==> src/rtl/irq_controller_nested.sv <==
// Nested vectored interrupt controller: edge capture, masked priority pick, req/ack, PC/ID stack.
// Latency: source edge to irq_req 2 clks, ack/iret to addr_valid 1 clk; the request holds until ack, iret or loss of candidate.
module irq_controller_nested #(
  parameter int                NUM_INT    = 16,
  parameter int                ADDR_W     = 16,
  parameter int                NEST_DEPTH = 4,
  parameter logic [ADDR_W-1:0] VEC_BASE   = 16'h0100,
  parameter int                VEC_STRIDE = 4
) (
  input  logic                       clk,
  input  logic                       rst,
  input  logic [NUM_INT-1:0]         irq_src,
  input  logic                       ier_we,
  input  logic [NUM_INT:0]           ier_wdata,
  output logic [NUM_INT:0]           ier_q,
  input  logic [NUM_INT-1:0]         pend_clr,
  output logic [NUM_INT-1:0]         pending,
  output logic                       irq_req,
  output logic [$clog2(NUM_INT)-1:0] irq_id,
  input  logic                       irq_ack,
  input  logic [ADDR_W-1:0]          ret_pc,
  input  logic                       iret,
  output logic                       addr_valid,
  output logic [ADDR_W-1:0]          addr_out,
  output logic                       act_valid,
  output logic [$clog2(NUM_INT)-1:0] act_id,
  output logic                       iret_err
);
  localparam int IDW = $clog2(NUM_INT);
  localparam int DW  = $clog2(NEST_DEPTH + 1);
  localparam int PW  = (NEST_DEPTH > 1) ? $clog2(NEST_DEPTH) : 1;

  typedef enum logic [1:0] {IDLE, REQ, DISPATCH, RETURN} state_t;

  state_t              state_q, state_d;
  logic [NUM_INT:0]    ier_d;
  logic [NUM_INT-1:0]  pend_q, pend_d, hist_q, hist_d;
  logic [ADDR_W-1:0]   pc_stk_q [NEST_DEPTH];
  logic [ADDR_W-1:0]   pc_stk_d [NEST_DEPTH];
  logic [IDW-1:0]      id_stk_q [NEST_DEPTH];
  logic [IDW-1:0]      id_stk_d [NEST_DEPTH];
  logic [DW-1:0]       depth_q, depth_d, depth_m1;
  logic                iret_err_q, iret_err_d;
  logic                irq_req_q, irq_req_d;
  logic [IDW-1:0]      irq_id_q, irq_id_d;
  logic                addr_valid_q, addr_valid_d;
  logic [ADDR_W-1:0]   addr_out_q, addr_out_d;

  logic [NUM_INT-1:0]  elig, ack_clr;
  logic [IDW-1:0]      cand;
  logic                cand_any, cand_vld, pop, push;
  logic [PW-1:0]       top_idx;

  assign elig     = pend_q & ier_q[NUM_INT-1:0] & {NUM_INT{ier_q[NUM_INT]}};
  assign depth_m1 = depth_q - DW'(1);
  assign top_idx  = depth_m1[PW-1:0];

  assign act_valid  = (depth_q != '0);
  assign act_id     = act_valid ? id_stk_q[top_idx] : '0;
  assign pending    = pend_q;
  assign irq_req    = irq_req_q;
  assign irq_id     = irq_id_q;
  assign addr_valid = addr_valid_q;
  assign addr_out   = addr_out_q;
  assign iret_err   = iret_err_q;

  // Lowest index wins; scan from the top so the last hit is the smallest.
  always_comb begin
    cand     = '0;
    cand_any = 1'b0;
    for (int i = NUM_INT - 1; i >= 0; i--) begin
      if (elig[i]) begin
        cand     = IDW'(i);
        cand_any = 1'b1;
      end
    end
  end

  assign cand_vld = cand_any && (depth_q != DW'(NEST_DEPTH)) && (!act_valid || (cand < act_id));

  always_comb begin
    state_d      = state_q;
    ier_d        = ier_we ? ier_wdata : ier_q;
    hist_d       = irq_src;
    pc_stk_d     = pc_stk_q;
    id_stk_d     = id_stk_q;
    depth_d      = depth_q;
    iret_err_d   = iret_err_q;
    irq_req_d    = 1'b0;
    irq_id_d     = '0;
    addr_valid_d = 1'b0;
    addr_out_d   = '0;
    ack_clr      = '0;
    pop          = 1'b0;
    push         = 1'b0;

    case (state_q)
      IDLE: begin
        if (iret) begin
          state_d = RETURN;
          pop     = 1'b1;
        end else if (cand_vld) begin
          state_d   = REQ;
          irq_req_d = 1'b1;
          irq_id_d  = cand;
        end
      end
      REQ: begin
        if (iret) begin
          state_d = RETURN;
          pop     = 1'b1;
        end else if (!cand_vld) begin
          state_d = IDLE;
        end else if (irq_ack) begin
          state_d = DISPATCH;
          push    = 1'b1;
        end else begin
          irq_req_d = 1'b1;
          irq_id_d  = cand;
        end
      end
      default: state_d = IDLE;
    endcase

    // The vector is registered on the ack edge so it is presented during DISPATCH.
    if (push) begin
      pc_stk_d[depth_q[PW-1:0]] = ret_pc;
      id_stk_d[depth_q[PW-1:0]] = irq_id_q;
      depth_d                   = depth_q + DW'(1);
      ack_clr                   = NUM_INT'(1) << irq_id_q;
      addr_valid_d              = 1'b1;
      addr_out_d                = VEC_BASE + ADDR_W'(irq_id_q) * ADDR_W'(VEC_STRIDE);
    end

    if (pop) begin
      if (act_valid) begin
        addr_valid_d = 1'b1;
        addr_out_d   = pc_stk_q[top_idx];
        depth_d      = depth_m1;
      end else begin
        iret_err_d = 1'b1;
      end
    end

    pend_d = (pend_q & ~pend_clr & ~ack_clr) | (irq_src & ~hist_q);
  end

  always_ff @(posedge clk) begin
    if (!rst) begin
      state_q      <= IDLE;
      ier_q        <= '0;
      pend_q       <= '0;
      hist_q       <= '0;
      pc_stk_q     <= '{default: '0};
      id_stk_q     <= '{default: '0};
      depth_q      <= '0;
      iret_err_q   <= 1'b0;
      irq_req_q    <= 1'b0;
      irq_id_q     <= '0;
      addr_valid_q <= 1'b0;
      addr_out_q   <= '0;
    end else begin
      state_q      <= state_d;
      ier_q        <= ier_d;
      pend_q       <= pend_d;
      hist_q       <= hist_d;
      pc_stk_q     <= pc_stk_d;
      id_stk_q     <= id_stk_d;
      depth_q      <= depth_d;
      iret_err_q   <= iret_err_d;
      irq_req_q    <= irq_req_d;
      irq_id_q     <= irq_id_d;
      addr_valid_q <= addr_valid_d;
      addr_out_q   <= addr_out_d;
    end
  end
endmodule

==> config.mk <==
export PLATFORM = sky130hd
export DESIGN_NAME = irq_controller_nested
export DESIGN_NICKNAME = d
export VERILOG_FILES = /design/src/rtl/irq_controller_nested.sv
export SDC_FILE = /design/constraint.sdc
export NUM_CORES = 1
export LEC_CHECK = 0
export CORE_MARGIN = 5
export CORE_UTILIZATION = 50
export CTS_BUF_LIST = sky130_fd_sc_hd__clkbuf_16
export CTS_CLUSTER_DIAMETER = 150
export DETAILED_ROUTE_END_ITERATION = 10
export PLACE_DENSITY_LB_ADDON = 0.1
export SYNTH_ARGS = -nofsm -noshare
export SYNTH_HDL_FRONTEND = slang
export SYNTH_SLANG_ARGS = --single-unit
==> constraint.sdc <==
create_clock -name clk -period 5.8 [get_ports clk]
set_input_delay 0.87 -clock clk [delete_from_list [all_inputs] [get_ports clk]]
set_output_delay 0.87 -clock clk [all_outputs]
set_load 0.01 [all_outputs]
# Word-level counts from Yosys, hierarchy flattened
# Index checks and enable logic that the tools add are counted.
[word_totals]
output_inout_bits = 61
regBits = 157
[classes]
n_eq_ne = 4
n_reduce_logical = 10
n_bitwise = 12
n_addsub = 3
mux = 79
n_shift = 1
magnitude_cmp = 4
[ops]
columns = ["op", "count"]
rows = [
  ["two-way mux 4 bit", 25],
  ["two-way mux 16 bit", 6],
  ["AND 16 bit", 5],
  ["bitwise mux 64 bit", 1],
  ["NOT 16 bit", 3],
  ["binary-select mux 16 bit (select 2 bit)", 1],
  ["demux 16 bit (select 2 bit)", 1],
  ["two-way mux 1 bit", 30],
  ["bitwise mux 16 bit", 1],
  ["OR 16 bit", 1],
  ["<< shifter 1 x 4 -> 16 bit, first input constant", 1],
  ["adder 9 x 6 -> 10 bit, first input constant", 1],
  ["two-way mux 10 bit", 1],
  ["two-way mux 2 bit", 5],
  ["two-way mux 3 bit", 3],
  ["binary-select mux 4 bit (select 2 bit)", 1],
  ["demux 4 bit (select 2 bit)", 1],
  ["case mux 4 bit (2 select lines)", 1],
  ["greater-or-equal comparator 3 bit, second input constant", 2],
  ["!= test 3 bit, second input constant", 2],
  ["NOT 2 -> 3 bit", 2],
  ["< comparator 4 bit", 1],
  ["!= test 4 bit, second input constant", 1],
  ["case mux 2 bit (2 select lines)", 1],
  ["13 further kinds", 16],
]

# Logic depth before layout (Yosys ltp)
[depth]
ltp_word = 28
ltp_mapped = 19
mapped_depth_nobuf = 13

# Least setup slack after synthesis
# Ideal clock, no wire load.
[synth_timing]
path_kind = "flip-flop to flip-flop"
startpoint = "reg depth_q[0]"
endpoint = "reg id_stk_q[10] (netlist name)"
required_ns = 5.680
t_arrival_ns = 3.869
setup_ns = 0.120
stages_incl_launch_ff = 20
slack_ns = 1.812
synth_period_minus_slack_ns = 3.988
cell_sequence = "dfxtp_1 buf_6 clkbuf_1 inv_1 ha_1 buf_2 buf_1 mux2i_1 nand2_1 o21ai_0 or2_2 ha_1 a21oi_1 or2_2 a21boi_2 a31o_4 and3_4 buf_6 buf_6 mux2i_1"
[synth_between]
elab_chain_len = 12
elab_cells_between_ends = 23
classes_between = "1 x add/sub; 3 x order compare; 1 x eq/ne; 10 x mux; 2 x bitwise; 6 x reduce/logical"
[synth_rtl]
columns = ["item", "line", "text"]
rows = [
  ["start, declared", "42", "logic [DW-1:0] depth_q, depth_d, depth_m1;"],
  ["start signal, assigned", "169", "depth_q <= depth_d;"],
  ["subtractor 3 x 1 -> 3 bit", "55", "assign depth_m1 = depth_q - DW'(1);"],
  ["NOT 2 -> 3 bit (not written as such)", "59", "assign act_id = act_valid ? id_stk_q[top_idx] : '0;"],
  ["binary-select mux 4 bit (select 2 bit)", "59", ""],
  ["two-way mux 4 bit (not written as such) (2 in series)", "59", ""],
  ["two-way mux 4 bit", "59", ""],
  ["< comparator 4 bit", "79", "assign cand_vld = cand_any && (depth_q != DW'(NEST_DEPTH)) && (!act_valid || (cand < act_id));"],
  ["logical OR 1 bit", "79", ""],
  ["logical AND 1 bit", "79", ""],
  ["two-way mux 1 bit", "112", "end else if (!cand_vld) begin"],
  ["two-way mux 1 bit", "109", "if (iret) begin"],
  ["two-way mux 1 bit", "97", "case (state_q)"],
  ["end signal, assigned", "168", "id_stk_q <= id_stk_d;"],
  ["end, declared", "40", "logic [IDW-1:0] id_stk_q [NEST_DEPTH];"],
]
# Several ways; a longest one is shown, not always the timed one. The select of a mux whose other input is x is not followed.
# A chain may end at the register's enable or synchronous reset.

# Worst setup path in the final report
[layout_timing]
startpoint = "reg depth_q[1]"
endpoint = "reg pc_stk_q[18] (netlist name)"
[layout_between]
elab_chain_len = 12
elab_cells_between_ends = 23
classes_between = "1 x add/sub; 3 x order compare; 1 x eq/ne; 10 x mux; 2 x bitwise; 6 x reduce/logical"
[layout_rtl]
columns = ["item", "line", "text"]
rows = [
  ["subtractor 3 x 1 -> 3 bit", "55", ""],
  ["NOT 2 -> 3 bit (not written as such)", "59", ""],
  ["binary-select mux 4 bit (select 2 bit)", "59", ""],
  ["two-way mux 4 bit (not written as such) (2 in series)", "59", ""],
  ["two-way mux 4 bit", "59", ""],
  ["< comparator 4 bit", "79", ""],
  ["logical OR 1 bit", "79", ""],
  ["logical AND 1 bit", "79", ""],
  ["two-way mux 1 bit", "112", ""],
  ["two-way mux 1 bit", "109", ""],
  ["two-way mux 1 bit", "97", ""],
  ["end signal, assigned", "167", "pc_stk_q <= pc_stk_d;"],
  ["end, declared", "38", "logic [ADDR_W-1:0] pc_stk_q [NEST_DEPTH];"],
]
# Several ways; a longest one is shown, not always the timed one. The select of a mux whose other input is x is not followed.

==> results_dict.tcl <==
set metrics [dict create \
    route.detailed.drc 0 \
    cap_violations 0 \
    dpl.cell_count 999 \
    tns_ns 0 \
    hpwlAfterDp_mm 12.5 \
    crit_chain "inv_1, ha_1, buf_4, mux2_2, o21ai_0, or2_2, ha_1, nor3b_4, nand4_1, a21boi_2, a31o_4, and3_4, mux2i_1" \
    synth_compound_gate_area_share_pct 12.6 \
    antenna_found_initial 0 \
    pwr-share-seq_pct 40.4 \
    skew_ns 0.00708 \
    min_period_ns 4.45 \
    whs_ns 0.455 \
    max-slew-margin-rel_pct 33.9 \
    combPwrFrac_pct 23.2 \
    layout_common_cells "157 x dfxtp_1, 138 x nand2_1, 129 x clkdlybuf4s50_1, 62 x mux2i_1, 59 x a21oi_1" \
    synthSimpleGateAreaFrac_pct 20.2 \
    yosys-top-cells-area "dfxtp_1 46%, mux2i_1 9.1%, nand2_1 7.6%, mux4_2 5.6%, a21oi_1 4.3%" \
    vias 5725 \
    ys_ff_latch 157 \
    fmax_mhz 225 \
    nFillCells 1098 \
    syn_area_mm2 0.00685 \
    crit_path_frequent_cell "ha_1" \
    path_delay_family "simple AND/OR/NAND/NOR gates" \
    numCtsBuffers 17 \
    io_buffers 130 \
    cts.repair.resized 0 \
    ys.flop_type "dfxtp_1" \
    yosysSeqAreaShare_pct 45.9 \
    via_per_inst 5.57 \
    grt_pass1_wl_mm 30.0 \
    cts_hold_buf 0 \
    setup_violations 0 \
    clock-sinks 157 \
    hp-class "reg -> reg" \
    stdcell_count 1027 \
    drtAntennaViolNets 0 \
    place_congestion 0.834 \
    die_h_um 127 \
    antenna_cells 0 \
    synthesis.nets 818 \
    die_x_um 127 \
    synthAdderAreaFrac_pct 1.46 \
    clk_latency_ns 0.43 \
    pin_count 131 \
    cp-end-kind "register" \
    critical_path_class "reg -> reg" \
    outcome "finished, final reports clean" \
    power.static_leakage_nw 3.13 \
    synth_area_per_cell_um2 9.26 \
    synth_xor_area_share_pct 0 \
    nNetsFinal 920 \
    clk_path_buf_depth 2 \
    finalWirelength_mm 18.5 \
    cp.required_ns 6.14 \
    critPathSlowestCell "ha_1" \
    path_clk_slew_ns 0.06 \
    async_flop_share_pct 0 \
    core_area_mm2 0.0133 \
    synthMuxAreaShare_pct 15.1 \
    cp-start-kind "register" \
    drt_iter0_drc 612 \
    tightest_slew_ns 0.988 \
    synth.distinct_cells 52 \
    grt_use_total_pct 23.2 \
    rsz0062_at_grt "no" \
    synth_top_family_by_area "simple AND/OR/NAND/NOR gates" \
    internal_power_mw 1.99 \
    report.final.slew_viol_count 0 \
    pwr-share-clk_pct 36.3 \
    grt_pass1_vias 5758 \
    final_hold_viol_count 0 \
    areaGrowthSynthToFinish_pct 26.8 \
    period_share_pct 76.8 \
    cts_tree "done" \
    p_sw_share_pct 30.0 \
    synth_top_area_cell "dfxtp_1" \
    drive_gt1_share_pct 8.11 \
    rows 42 \
    synth_top_area_share_pct 45.9 \
    cts_root_buf "clkbuf_16" \
    dieArea_mm2 0.0161 \
    synth_edf_count 0 \
    crit_arrival_ns 4.79 \
    path_buf_inv 2 \
    post_cts_buffers 0 \
    synthCells 740 \
    ys_warn_count 0 \
    overflow 0 \
    switching_power_mw 0.852 \
    slowest_delay_ns 0.76 \
    wl_per_cell_um 18.0 \
    dr.pass1.iters 5 \
    path_max_fanout 32 \
    h-tree-depth 4 \
    grt_max_degree 57 \
    finalCoreUtilization_pct 65.1 \
    start_util_pct 51.3 \
    ir_worst_vdd_mv 0.195 \
    power.density_mw_per_mm2 327 \
    final_common_cell "dfxtp_1" \
]
[through the flow]
| step | instance area, µm² | worst slack, ns | power, mW |
|---|---|---|---|
| after floorplan | 6850 | 1.81 | 1.60 |
| after global placement | 8150 | 1.67 | 1.81 |
| after detailed placement | 8150 | 1.45 | 1.83 |
| after CTS | 8680 | 1.37 | 2.85 |
| after global routing | 8680 | 1.05 | 2.97 |
| final | 8680 | 1.35 | 2.84 |
[flip-flops by register name (all words and copies together), names as in the netlist]
| register | cells |
|---|---|
| irq_id | 4 |
| hist_q | 16 |
| id_stk_q | 16 |
| addr_out | 16 |
| ier_q | 17 |
| pc_stk_q | 64 |
| iret_err | 1 |
| state_q | 2 |
| pending | 16 |
| depth_q | 3 |
| addr_valid | 1 |
| irq_req | 1 |
[area by class of cell]
class | count | area [µm²] | share of cell area (%)
multi-input cells | 516 | 3400 | 39.1
flip-flops and latches | 157 | 3140 | 36.2
repair buffers | 136 | 1340 | 15.4
clock buffers | 17 | 425 | 4.90
well taps | 176 | 220 | 2.54
clock inverters | 11 | 106 | 1.22
inverters | 14 | 52.6 | 0.605
[tightest hold or removal path: cells and delay by family, from the launching register on]
| kind | cells | cell delay (ns) |
|---|---|---|
| flip-flops | 1 | 0.31 |
| AO/OA/AOI/OAI | 1 | 0.05 |
| AND/OR/NAND/NOR | 1 | 0.05 |
[cell families after synthesis]
group           count (synthesis)
simple gates                  288
fa+ha+maj                       8
buf+inv                        67
flops                         157
mux                            82
compound gates                138
[power by group through the flow]
stage	sequential (mW)	clock, mW	combinational, mW
after floorplan	1.17	0	0.434
after global placement	1.17	0	0.646
after detailed placement	1.17	0	0.660
after CTS	1.15	1.05	0.661
after global routing	1.15	1.10	0.719
final	1.15	1.03	0.660
[cells in the mapped netlist, types with 2 or more instances]
cell,number
buf_4,2
buf_1,3
clkbuf_1,36
a22o_1,8
nand4_1,2
o211ai_1,2
inv_1,13
ha_1,8
and2_1,25
a21boi_0,3
nor2_1,32
a22oi_1,3
a31oi_1,4
a311oi_1,3
buf_6,8
a41oi_1,7
or2_2,5
o21ai_1,3
a21oi_1,59
dfxtp_1,157
nand2b_1,17
nand2_1,138
mux2_2,3
and3_1,12
buf_2,2
nor3_1,4
nand3_1,28
clkbuf_2,2
and3_4,2
o21ai_0,32
mux2i_1,62
o31a_1,6
mux4_2,17
nor2b_1,14
[worst paths after layout]
path | depth (start not counted) | endpoint | startpoint | slack (ns)
setup / recovery | 13 | pc_stk_q[18]$_SDFFE_PN0P_ | depth_q[1]$_SDFF_PN0_ | 1.35
hold / removal | 2 | pc_stk_q[59]$_SDFFE_PN0P_ | pc_stk_q[59]$_SDFFE_PN0P_ | 0.46
setup reg to reg | 13 | pc_stk_q[18]$_SDFFE_PN0P_ | depth_q[1]$_SDFF_PN0_ | 1.35
hold reg to reg | 2 | pc_stk_q[59]$_SDFFE_PN0P_ | pc_stk_q[59]$_SDFFE_PN0P_ | 0.46
[layer usage]
metal  up-vias  GRT usage (%)  share of wire, %
met5         -              0                 0
met4         0           7.82               1.3
met3        21           5.05               5.2
met2       166           36.5                47
met1      2774           31.9                46
li1       2764              -                 -
(Power assumes the default switching activity.)
==> RTL edit 1 (same flow settings) <==
Add an input register stage for `irq_src`; this delays it by one clock. The other inputs are not delayed to match.
--- a/src/rtl/irq_controller_nested.sv
+++ b/src/rtl/irq_controller_nested.sv
@@ -33,2 +33,8 @@
   typedef enum logic [1:0] {IDLE, REQ, DISPATCH, RETURN} state_t;
+
+  logic [NUM_INT-1:0] irq_src_q;
+
+  always_ff @(posedge clk) begin
+    irq_src_q <= irq_src;
+  end
 
@@ -83,3 +89,3 @@
     ier_d        = ier_we ? ier_wdata : ier_q;
-    hist_d       = irq_src;
+    hist_d       = irq_src_q;
     pc_stk_d     = pc_stk_q;
@@ -144,3 +150,3 @@
 
-    pend_d = (pend_q & ~pend_clr & ~ack_clr) | (irq_src & ~hist_q);
+    pend_d = (pend_q & ~pend_clr & ~ack_clr) | (irq_src_q & ~hist_q);
   end
Check against the original RTL: not equivalent (a bounded check fails within 4 cycles, from zero or initial values and one cycle with rst low).
==> RTL edit 1 against the original RTL <==
  * Via count is essentially flat
  * Die area grew 4.1%
  * Final area grew 4.0%
  * Non-clock buffer count grew 1
  * Area after synthesis grew 4.4%
  * Count of clock-buffer cells in the layout is the same
  * Sequential cell count grew 16
  * Highest routed layer unchanged
  * Power grew 8.3%
  * Routed wire length grew 2.1%
  * Combinational power grew 7.4%
  * Final cell count grew 0.29%
  * Setup slack gained 0.17 ns
==> RTL edit 1: results <==
metrics = {
    "run_status": {
        "status": "finished, final reports clean",
    },
    "layout": {
        "seqCellArea_um2": 3460,
        "clock_cell_area_share_pct": 6.21,
        "comb.multi_input.count": 493,
        "syn_to_final_growth_pct": 26.2,
        "nonClockBufferCount": 137,
        "seq_cell_count": 173,
        "fillers": 1115,
        "multi_input_area_share_pct": 37.4,
        "fin_nets": 916,
    },
    "logic_synthesis": {
        "syn_inst": 731,
        "syn_nets": 809,
        "synthMuxAreaShare_pct": 17.3,
        "synth_adder_area_share_pct": 1.40,
        "yosys-top-cells-area": "dfxtp_1, mux2i_1, mux4_2",
        "synth_common_cells": "dfxtp_1, nand2_1, mux2i_1, nor2_1, a21oi_1",
        "synth_compound_area_share_pct": 10.4,
        "synth.distinct_cells": 51,
        "seq_area_frac_synth_pct": 48.4,
    },
    "timing": {
        "hold_ws_ns": 0.449,
        "slew_headroom_pct": 28.4,
        "skew_ns": 0.0127,
    },
    "route": {
        "wl_met2_mm": 9.07,
        "dr_wl_met3_mm": 1.45,
        "m1WireLength_mm": 7.94,
        "drtIter0Drc": 314,
        "vias": 5720,
    },
    "global_route": {
        "grt_pass1_vias": 6003,
        "grt_start_max_net_pins": 104,
        "grtUsageMet1_pct": 27.7,
        "grt_use_total_pct": 22.8,
        "grt_pass1_wl_mm": 30.1,
        "use_met2_pct": 38.0,
    },
    "worst_setup_path": {
        "r2r_setup_slack_ns": 1.52,
        "r2r-start": "depth_q[1]$_SDFF_PN0_",
        "rr_endpoint": "pc_stk_q[17]$_SDFFE_PN0P_",
        "cp_slowest_stage_delay_ns": 0.58,
        "cp_data_arrival_time_ns": 4.63,
    },
    "placement": {
        "dp_hpwl_mm": 12.6,
        "placed_area_um2": 8470,
        "finalWeightedCongestion": 0.851,
    },
    "pwr": {
        "p_leak_nw": 3.49,
    },
    "hold_path": {
        "hold_path_depth": 1,
        "worstHoldStart": "hist_d[3]$_DFF_P_",
        "holdPathEnd": "hist_q[3]$_SDFF_PN0_",
    },
}
-- RTL edit 1: worst max-delay path by stage --
stage,start,end,slack (ns),cells past startpoint
floorplan,depth_q[0]$_SDFF_PN0_,id_stk_q[11]$_SDFFE_PN0P_,1.31,19
global placement,depth_q[1]$_SDFF_PN0_,pc_stk_q[17]$_SDFFE_PN0P_,1.75,13
detailed placement,depth_q[1]$_SDFF_PN0_,pc_stk_q[17]$_SDFFE_PN0P_,1.55,13
CTS,depth_q[1]$_SDFF_PN0_,pc_stk_q[17]$_SDFFE_PN0P_,1.50,14
global route,depth_q[1]$_SDFF_PN0_,pc_stk_q[19]$_SDFFE_PN0P_,1.22,14
finish,depth_q[1]$_SDFF_PN0_,pc_stk_q[17]$_SDFFE_PN0P_,1.52,13
-- RTL edit 1: where the power goes --
group / switching (mW) / leakage, nW / internal (mW)
Combinational: 0.432 / 1.79 / 0.276
Clock: 0.445 / 0.284 / 0.659
Sequential: 0.0342 / 1.41 / 1.23
==> RTL edit 2 (same flow settings) <==
Without the edit above. Change the parameter `ADDR_W` from 16 to 17.
--- a/src/rtl/irq_controller_nested.sv
+++ b/src/rtl/irq_controller_nested.sv
@@ -4,3 +4,3 @@
   parameter int                NUM_INT    = 16,
-  parameter int                ADDR_W     = 16,
+  parameter int                ADDR_W     = 17,
   parameter int                NEST_DEPTH = 4,
Ports: changed (resized addr_out and ret_pc); port bits go from 131 to 133. The function was not compared with the original's and may differ.
==> RTL edit 2 against the original RTL <==
  * Core utilization decreased by 0.97 points
  * Setup slack lost 0.17 ns
  * Power decreased by 5.3%
  * Critical path depth down 1
  * Sequential cell count up 5
  * Area after synthesis grew 1.2%
  * Routed wire length down 5.7%
  * Via count fell by 5.4%
  * Largest cell class unchanged
  * Critical endpoint is now pc_stk_q[32]$_SDFFE_PN0P_
  * Final cell count fell by 1.6%
  * Final area up 1.3%
==> RTL edit 2: results <==
metrics = {
    "logic_synthesis": {
        "synth_common_cells": "dfxtp_1, nand2_1, mux2i_1, nor2_1, clkbuf_1",
        "synthMuxAreaShare_pct": 21.4,
        "seq_area_frac_synth_pct": 46.8,
        "synth_adder_area_share_pct": 1.44,
        "synth.distinct_cells": 49,
        "synth_compound_area_share_pct": 6.88,
        "yosys-top-cells-area": "dfxtp_1, mux2i_1, nand2_1",
    },
    "hold_path": {
        "worstHoldStart": "hist_q[0]$_SDFF_PN0_",
    },
    "layout": {
        "seqCellArea_um2": 3240,
        "largest_reg_flops": 68,
        "fin_nets": 898,
        "clock_cell_area_share_pct": 5.99,
        "nonClockBufferCount": 138,
        "drive_gt1_share_pct": 8.66,
    },
    "placement": {
        "portBuffers": 132,
        "finalWeightedCongestion": 0.860,
        "dp.cells": 980,
        "placed_area_um2": 8270,
        "dp_hpwl_mm": 12.2,
    },
    "worst_setup_path": {
        "critPathLaunch": "depth_q[0]$_SDFF_PN0_",
        "cp_data_arrival_time_ns": 4.96,
    },
    "global_route": {
        "grt_pass1_vias": 5534,
        "grt_use_total_pct": 21.5,
    },
    "route": {
        "wirelength_mm": 17.4,
    },
    "timing": {
        "slew_headroom_pct": 33.9,
        "skew_ns": 0.00724,
    },
    "pwr": {
        "power_mw": 2.69,
        "p_seq_mw": 1.21,
        "p_leak_nw": 3.78,
    },
    "run_status": {
        "status": "finished, final reports clean",
    },
}
-- RTL edit 2: logic make-up after synthesis --
group | after synthesis
flops | 162
fa+ha+maj | 8
compound gates | 64
simple gates | 279
buf+inv | 70
mux | 125
-- RTL edit 2: per-layer routing --
metal | wire, um | part of all wire [%] | up-vias | global-route usage, %
met4 | 374 | 2.2 | 0 | 7.68
met3 | 856 | 4.9 | 26 | 4.54
met1 | 7960 | 46 | 2586 | 29.0
met5 | 0 | 0 | - | 0
met2 | 8200 | 47 | 137 | 34.3
li1 | - | - | 2667 | -
-- RTL edit 2: final timing paths --
path | endpoint | slack (ns) | cells after the start
min reg2reg | pending[0]$_SDFF_PN0_ | 0.42 | 1
min | pending[0]$_SDFF_PN0_ | 0.42 | 1
max reg2reg | pc_stk_q[32]$_SDFFE_PN0P_ | 1.17 | 12
max | pc_stk_q[32]$_SDFFE_PN0P_ | 1.17 | 12
